### src/rtl/lane_spawn_queue.sv
// Lane spawner: samples the 2-bit random stream every INTERVAL game ticks,
// optionally bumps repeated lanes, and queues them in a small registered-head FIFO.
module lane_spawn_queue #(
  parameter int INTERVAL  = 8,
  parameter int DEPTH     = 4,
  parameter int NO_REPEAT = 1
) (
  input  logic                     clk,
  input  logic                     rst_n,
  input  logic                     en,
  input  logic                     tick,
  input  logic [1:0]               ran_in,
  input  logic                     pop,
  output logic                     spawn_valid,
  output logic [1:0]               spawn_lane,
  output logic [$clog2(DEPTH):0]   count,
  output logic                     overflow
);

  localparam int PW = $clog2(DEPTH);
  localparam int CW = PW + 1;
  localparam int TW = (INTERVAL > 1) ? $clog2(INTERVAL) : 1;

  typedef enum logic [0:0] {ST_IDLE = 1'b0, ST_RUN = 1'b1} state_e;

  state_e          state_q, state_d;
  logic [TW-1:0]   tcnt_q, tcnt_d;
  logic [1:0]      mem_q [DEPTH];
  logic [1:0]      mem_d [DEPTH];
  logic [PW-1:0]   wr_ptr_q, wr_ptr_d;
  logic [PW-1:0]   rd_ptr_q, rd_ptr_d;
  logic [CW-1:0]   count_q, count_d;
  logic            valid_q, valid_d;
  logic [1:0]      head_q, head_d;
  logic            ovf_q, ovf_d;
  logic [1:0]      last_q, last_d;

  logic            push_req_s;
  logic            push_eff_s;
  logic            pop_eff_s;
  logic            full_s;
  logic [1:0]      lane_s;

  // Next-state logic: run/idle FSM, tick divider, lane select and FIFO update.
  always_comb begin
    state_d    = state_q;
    tcnt_d     = tcnt_q;
    mem_d      = mem_q;
    wr_ptr_d   = wr_ptr_q;
    rd_ptr_d   = rd_ptr_q;
    count_d    = count_q;
    ovf_d      = ovf_q;
    last_d     = last_q;
    push_req_s = 1'b0;

    case (state_q)
      ST_IDLE: begin
        tcnt_d = {TW{1'b0}};
        if (en) begin
          state_d = ST_RUN;
        end else begin
          state_d = ST_IDLE;
        end
      end
      ST_RUN: begin
        if (!en) begin
          state_d = ST_IDLE;
          tcnt_d  = {TW{1'b0}};
        end else if (tick) begin
          if (tcnt_q == TW'(INTERVAL - 1)) begin
            tcnt_d     = {TW{1'b0}};
            push_req_s = 1'b1;
          end else begin
            tcnt_d = tcnt_q + TW'(1);
          end
        end else begin
          tcnt_d = tcnt_q;
        end
      end
      default: begin
        state_d = ST_IDLE;
        tcnt_d  = {TW{1'b0}};
      end
    endcase

    if ((NO_REPEAT != 0) && (ran_in == last_q)) begin
      lane_s = ran_in + 2'd1;
    end else begin
      lane_s = ran_in;
    end

    full_s     = (count_q == CW'(DEPTH));
    pop_eff_s  = pop && (count_q != {CW{1'b0}});
    // A full FIFO still accepts a push when the head leaves on the same edge.
    push_eff_s = push_req_s && (!full_s || pop_eff_s);

    if (push_eff_s) begin
      mem_d[wr_ptr_q] = lane_s;
      wr_ptr_d        = wr_ptr_q + PW'(1);
      last_d          = lane_s;
    end else begin
      wr_ptr_d = wr_ptr_q;
    end

    if (push_req_s && !push_eff_s) begin
      ovf_d = 1'b1;
    end else begin
      ovf_d = ovf_q;
    end

    if (pop_eff_s) begin
      rd_ptr_d = rd_ptr_q + PW'(1);
    end else begin
      rd_ptr_d = rd_ptr_q;
    end

    case ({push_eff_s, pop_eff_s})
      2'b10:   count_d = count_q + CW'(1);
      2'b01:   count_d = count_q - CW'(1);
      default: count_d = count_q;
    endcase

    valid_d = (count_d != {CW{1'b0}});
    if (valid_d) begin
      head_d = mem_d[rd_ptr_d];
    end else begin
      head_d = 2'd0;
    end
  end

  // State registers with synchronous active-low reset.
  always_ff @(posedge clk) begin
    if (!rst_n) begin
      state_q  <= ST_IDLE;
      tcnt_q   <= {TW{1'b0}};
      mem_q    <= '{default: 2'b00};
      wr_ptr_q <= {PW{1'b0}};
      rd_ptr_q <= {PW{1'b0}};
      count_q  <= {CW{1'b0}};
      valid_q  <= 1'b0;
      head_q   <= 2'd0;
      ovf_q    <= 1'b0;
      last_q   <= 2'd3;
    end else begin
      state_q  <= state_d;
      tcnt_q   <= tcnt_d;
      mem_q    <= mem_d;
      wr_ptr_q <= wr_ptr_d;
      rd_ptr_q <= rd_ptr_d;
      count_q  <= count_d;
      valid_q  <= valid_d;
      head_q   <= head_d;
      ovf_q    <= ovf_d;
      last_q   <= last_d;
    end
  end

  assign spawn_valid = valid_q;
  assign spawn_lane  = head_q;
  assign count       = count_q;
  assign overflow    = ovf_q;

endmodule
### config.mk
export PLATFORM = sky130hd
export DESIGN_NAME = lane_spawn_queue
export DESIGN_NICKNAME = d
export VERILOG_FILES = /design/src/rtl/lane_spawn_queue.sv
export SDC_FILE = /design/constraint.sdc
export NUM_CORES = 1
export LEC_CHECK = 0
export CAP_MARGIN = 30
export CORE_MARGIN = 3
export CORE_UTILIZATION = 59
export DETAILED_ROUTE_END_ITERATION = 12
export PLACE_DENSITY_LB_ADDON = 0.12
export SYNTH_ARGS = -nofsm -noshare
export SYNTH_HDL_FRONTEND = slang
export SYNTH_SLANG_ARGS = --single-unit
### constraint.sdc
create_clock -name clk -period 5.1 [get_ports clk]
set_clock_uncertainty 0.2 [all_clocks]
set_input_delay 0.765 -clock clk [delete_from_list [all_inputs] [get_ports clk]]
set_output_delay 0.765 -clock clk [all_outputs]
set_load 0.05 [all_outputs]
==> results.md <==
Run status:
- The flow ran to the end, and the final reports show no timing, DRC or antenna violations.

STA:
- The maximum operating frequency is 277 MHz.
- The clock period minus final worst setup slack is 3.62 ns.
- Setup violations remaining at the end of the flow were counted as 0.
- The slew at the pin closest to its max-slew limit is 0.827 ns.
- The number of max-slew violations in the final report is 0.
- Setup repair after global routing left no endpoint under its margin.
- The setup TNS is 0 ns.
- The worst pin sits at a relative slew slack of 43.3%.
- The hold violation count in the final report is 0.
- The final critical path takes up 70.9% of the cycle.

Drt:
- The vias after detailed routing is 1056.
- The ratio of routed vias to standard cells is 6.07.
- The first routing iteration left 34 violations.
- The count of unresolved DRC violations after routing is 0.
- The count of TritonRoute iterations in the first routing pass is 4.
- The detailed-route wire length per cell is 15.1 microns.
- The total wire length after detailed routing is 2620 microns.
- The number of routed nets with antenna violations is 0.

Global routing:
- The met3 capacity usage during global routing is 3.05%.
- The first global-routing pass estimated 4520 microns of wire.
- The met1 track demand over resource is 28.3%.
- Global routing used 21.5% of the available tracks.
- The number of antenna violations at the first check in global routing came to 0.
- The global routing met2 resource utilization is 35.7%.
- The maximum number of pins on one net before global-route repair is 18.
- The global routing stage identified its most utilized layer as met2.
- The overflow left after global routing is 0.
- The number of global-route vias before repair is 1013.

Layout:
- The library cell used most frequently in the layout, excluding fill and tap cells, is dfxtp_1.
- The multi-input combinational cells in the finished layout cover a total of 753 sq um.
- The relative area change from synthesis to final layout is 11.8%.
- For this run, the post-layout net count is 163.
- 0 antenna diodes ended up in the layout.
- The layout cell share with drive strength beyond 1 is 14.3%.
- The combined flip-flop and latch cell area is 500 sq um.
- In the layout the commonest cells are dfxtp_1, inv_1, clkdlybuf4s50_1, nor2_1, o211a_1.
- The filler cell count in the final layout is 161.

Worst setup path:
- Along the worst path, the maximum fanout reaches 16.
- The worst setup path is captured at a flop.
- The worst setup path is launched from an input port.
- The cell repeated most along the worst path is inv_1.
- For this run, the slowest stage of the critical path takes 0.63 ns.
- Traced cell by cell, the critical path runs through clkdlybuf4s50_1, or4b_4, nand2_2, ha_1, inv_1, fa_1, xor2_1, o21a_1, o31ai_1, inv_1.
- The register-to-register path setup slack is 1.90 ns.
- The critical path in this run is classified as input port to flop.
- The required time of the critical path is 5.11 ns.
- At the worst endpoint, the arrival time is 3.63 ns.
- Measured in cells, the most critical reg-to-reg path has a length of 12.
- The worst register-to-register path ends at spawn_valid.
- The cell with the biggest individual delay on the critical path is or4b_4.
- The startpoint of the lowest-slack register-to-register path is tcnt_q[0].

Pwr:
- Of the total power, combinational logic draws 30.9%.
- The internal power of the cells totals 288 uW.
- In this run the power spent charging and discharging nets is 161 uW.
- The power consumption is 449 uW.
- In this run the static leakage power is 0.635 nW.
- The total power divided by cell area is 299 nW/um^2.
- The switching share of total power is 35.8%.
- The clock network power share is 19.9%.
- The sequential share of power is 49.2%.
- The worst-case IR drop observed on VDD is 246 uV.

Clocking:
- TritonCTS built the clock tree.
- The clock latency at the later pin of the worst-skew pair is 0.32 ns.
- The number of sinks on the clock net is 25.
- After clock tree synthesis, the clock-pin slew on the worst setup and hold paths is 0.14 ns.
- The total of cells resized after clock tree synthesis is 0.
- CTS built an H-tree with a depth of 1.
- The count of hold-fix buffers inserted at cts is 0.
- In this run the clock root is driven by a clkbuf_4.
- Buffers added to address setup during post-CTS repair amount to 0.
- Counting the buffers created by CTS gives 3.
- No sink is reached through more buffers than the 2 on the longest clock path.

Yosys:
- Yosys mapped the design onto 40 distinct sky130hd cell types.
- Sequential elements use 37.3% of the synthesized area.
- The main combinational cell family by area after synthesis is compound AO/OA/AOI/OAI gates.
- The synthesized design contains 25 register bits.
- The post-synthesis share of cell area spent on and, or, nand and nor gates is 14.4%.
- The post-synth net total is 149.
- The mapped cell area is 1340 sq um.
- The area share of xor/xnor cells in the synthesized design is 3.26%.
- The adder-cell area share of the yosys netlist is 8.01%.
- The post-synthesis average cell area is 10.0 sq um.
- The total of warnings raised by yosys is 0.
- The cell count after synthesis came out at 134.
- The fraction of the mapped netlist area in compound gates is 25.9%.
- The share of cell area taken by muxes after synthesis is 4.47%.

Hold path:
- The endpoint of the worst hold-timing path is overflow.
- The tightest min-delay check is of the flop to flop type.
- The worst hold path passes through 2 cells.
- The startpoint identified for the worst hold timing path is overflow.

Placed design:
- Routability-driven placement finished with a final weighted congestion of 0.899.
- After legalization and detailed placement, the total HPWL measured 1880 microns.
- The count of buffers added on input and output ports is 13.

Die:
- After floorplanning, the core was sized to cover 2060 sq um.
- From left edge to right edge, the die measures 53.7 microns.
- The number of top-level pins is 14.
- The die covers 2880 sq um.
- The number of placement rows is 16.
- The starting density of the core is 65.1%.
- The floorplan step set the die height to 53.7 microns.

Job:
- The max capacitance violation total is 0.
==> sequential cells by signal, indices dropped and copies added, names as in the netlist <==
signal	cells
mem_q	8
rd_ptr_q	2
spawn_lane	2
count	3
wr_ptr_q	2
overflow	1
tcnt_q	3
last_q	2
state_q	1
spawn_valid	1
==> metal layers <==
metal  up-vias  wire, microns  share of wire (%)
li1        514              -                  -
met1       507           1230                 47
met2        31           1260                 48
met3         4            102                3.9
met4         0             26               0.99
met5         -              0                  0
==> critical path, delay by kind of cell <==
family / cells / cell delay [ns]
buf+inv: 3 / 0.59
fa+ha+maj: 2 / 0.57
compound gates: 2 / 0.73
xor+xnor: 1 / 0.16
simple gates: 2 / 0.79
==> metrics by stage <==
| step | instances | cell area (sq um) | utilization [%] | setup WS (ns) | hold slack, ns |
|---|---|---|---|---|---|
| 2_1_floorplan | 134 | 1340 | - | 1.76 | 0.257 |
| 3_3_place_gp | 170 | 1470 | 71.5 | 1.27 | 0.256 |
| 3_5_place_dp | 170 | 1470 | 71.5 | 1.19 | 0.268 |
| 4_1_cts | 174 | 1500 | 72.8 | 1.48 | 0.299 |
| 5_1_grt | 174 | 1500 | 72.8 | 1.32 | 0.346 |
| 6_report | 174 | 1500 | 72.8 | 1.48 | 0.289 |
==> worst max-delay path by stage <==
| stage | startpoint | endpoint | slack (ns) | depth (start not counted) |
|---|---|---|---|---|
| floorplan | pop | spawn_valid | 1.76 | 11 |
| global placement | pop | spawn_lane[0] | 1.27 | 10 |
| detailed placement | pop | spawn_lane[0] | 1.19 | 10 |
| CTS | pop | spawn_lane[0] | 1.48 | 10 |
| global route | pop | spawn_valid | 1.32 | 10 |
| finish | pop | spawn_valid | 1.48 | 10 |
==> Yosys cell counts <==
| master | instances | area (sq um) |
|---|---|---|
| and4_1 | 1 | 8.76 |
| a41oi_1 | 1 | 8.76 |
| o2111ai_2 | 1 | 15.0 |
| o21a_1 | 2 | 15.0 |
| o31ai_1 | 1 | 7.51 |
| and2_1 | 2 | 12.5 |
| buf_8 | 1 | 15.0 |
| o211ai_1 | 2 | 15.0 |
| a22oi_1 | 1 | 7.51 |
| o31ai_2 | 1 | 12.5 |
| ha_1 | 7 | 87.6 |
| o211a_1 | 8 | 80.1 |
| nand2b_1 | 2 | 12.5 |
| o2111ai_1 | 3 | 26.3 |
| a21oi_1 | 4 | 20.0 |
| o21ai_1 | 1 | 5.00 |
| nor2_1 | 11 | 41.3 |
| clkbuf_1 | 1 | 3.75 |
| nand3_4 | 1 | 17.5 |
| a211oi_1 | 1 | 7.51 |
| or4b_4 | 1 | 13.8 |
| a31o_2 | 4 | 35.0 |
| nor2b_1 | 1 | 6.26 |
| inv_1 | 13 | 48.8 |
| nand3_1 | 4 | 20.0 |
| fa_1 | 1 | 20.0 |
| nand2_2 | 1 | 6.26 |
| xnor2_1 | 2 | 17.5 |
| mux2i_1 | 6 | 60.1 |
| nor3_1 | 2 | 10.0 |
| o211ai_2 | 2 | 25.0 |
| nand2_1 | 5 | 18.8 |
| nand3_2 | 2 | 20.0 |
| buf_6 | 1 | 11.3 |
| dfxtp_1 | 25 | 500 |
| xor2_1 | 3 | 26.3 |
| or2_2 | 1 | 6.26 |
| a31o_1 | 4 | 35.0 |
| buf_2 | 2 | 10.0 |
| a41oi_2 | 2 | 32.5 |
==> power by group through the flow <==
stage	Sequential, mW	Combinational [mW]	Clock, mW
final	0.221	0.139	0.0892
after global placement	0.224	0.134	0
after global routing	0.223	0.150	0.0990
after detailed placement	0.225	0.136	0
after floorplan	0.251	0.0704	0
after CTS	0.221	0.139	0.0906
==> cell type report <==
class	count	share of cell area [%]
Multi-Input combinational cell	91	50.2
Inverter	13	3.25
Timing Repair Buffer	14	9.17
Sequential cell	25	33.3
Tap cell	27	2.25
Clock inverter	1	0.333
Clock buffer	3	1.50
==> kinds of logic after synthesis <==
| group | after synthesis |
|---|---|
| compound gates | 38 |
| xor+xnor | 5 |
| fa+ha+maj | 8 |
| buf+inv | 18 |
| flops | 25 |
| mux | 6 |
| simple gates | 34 |
Note: power is estimated with default switching activity, not from simulation.
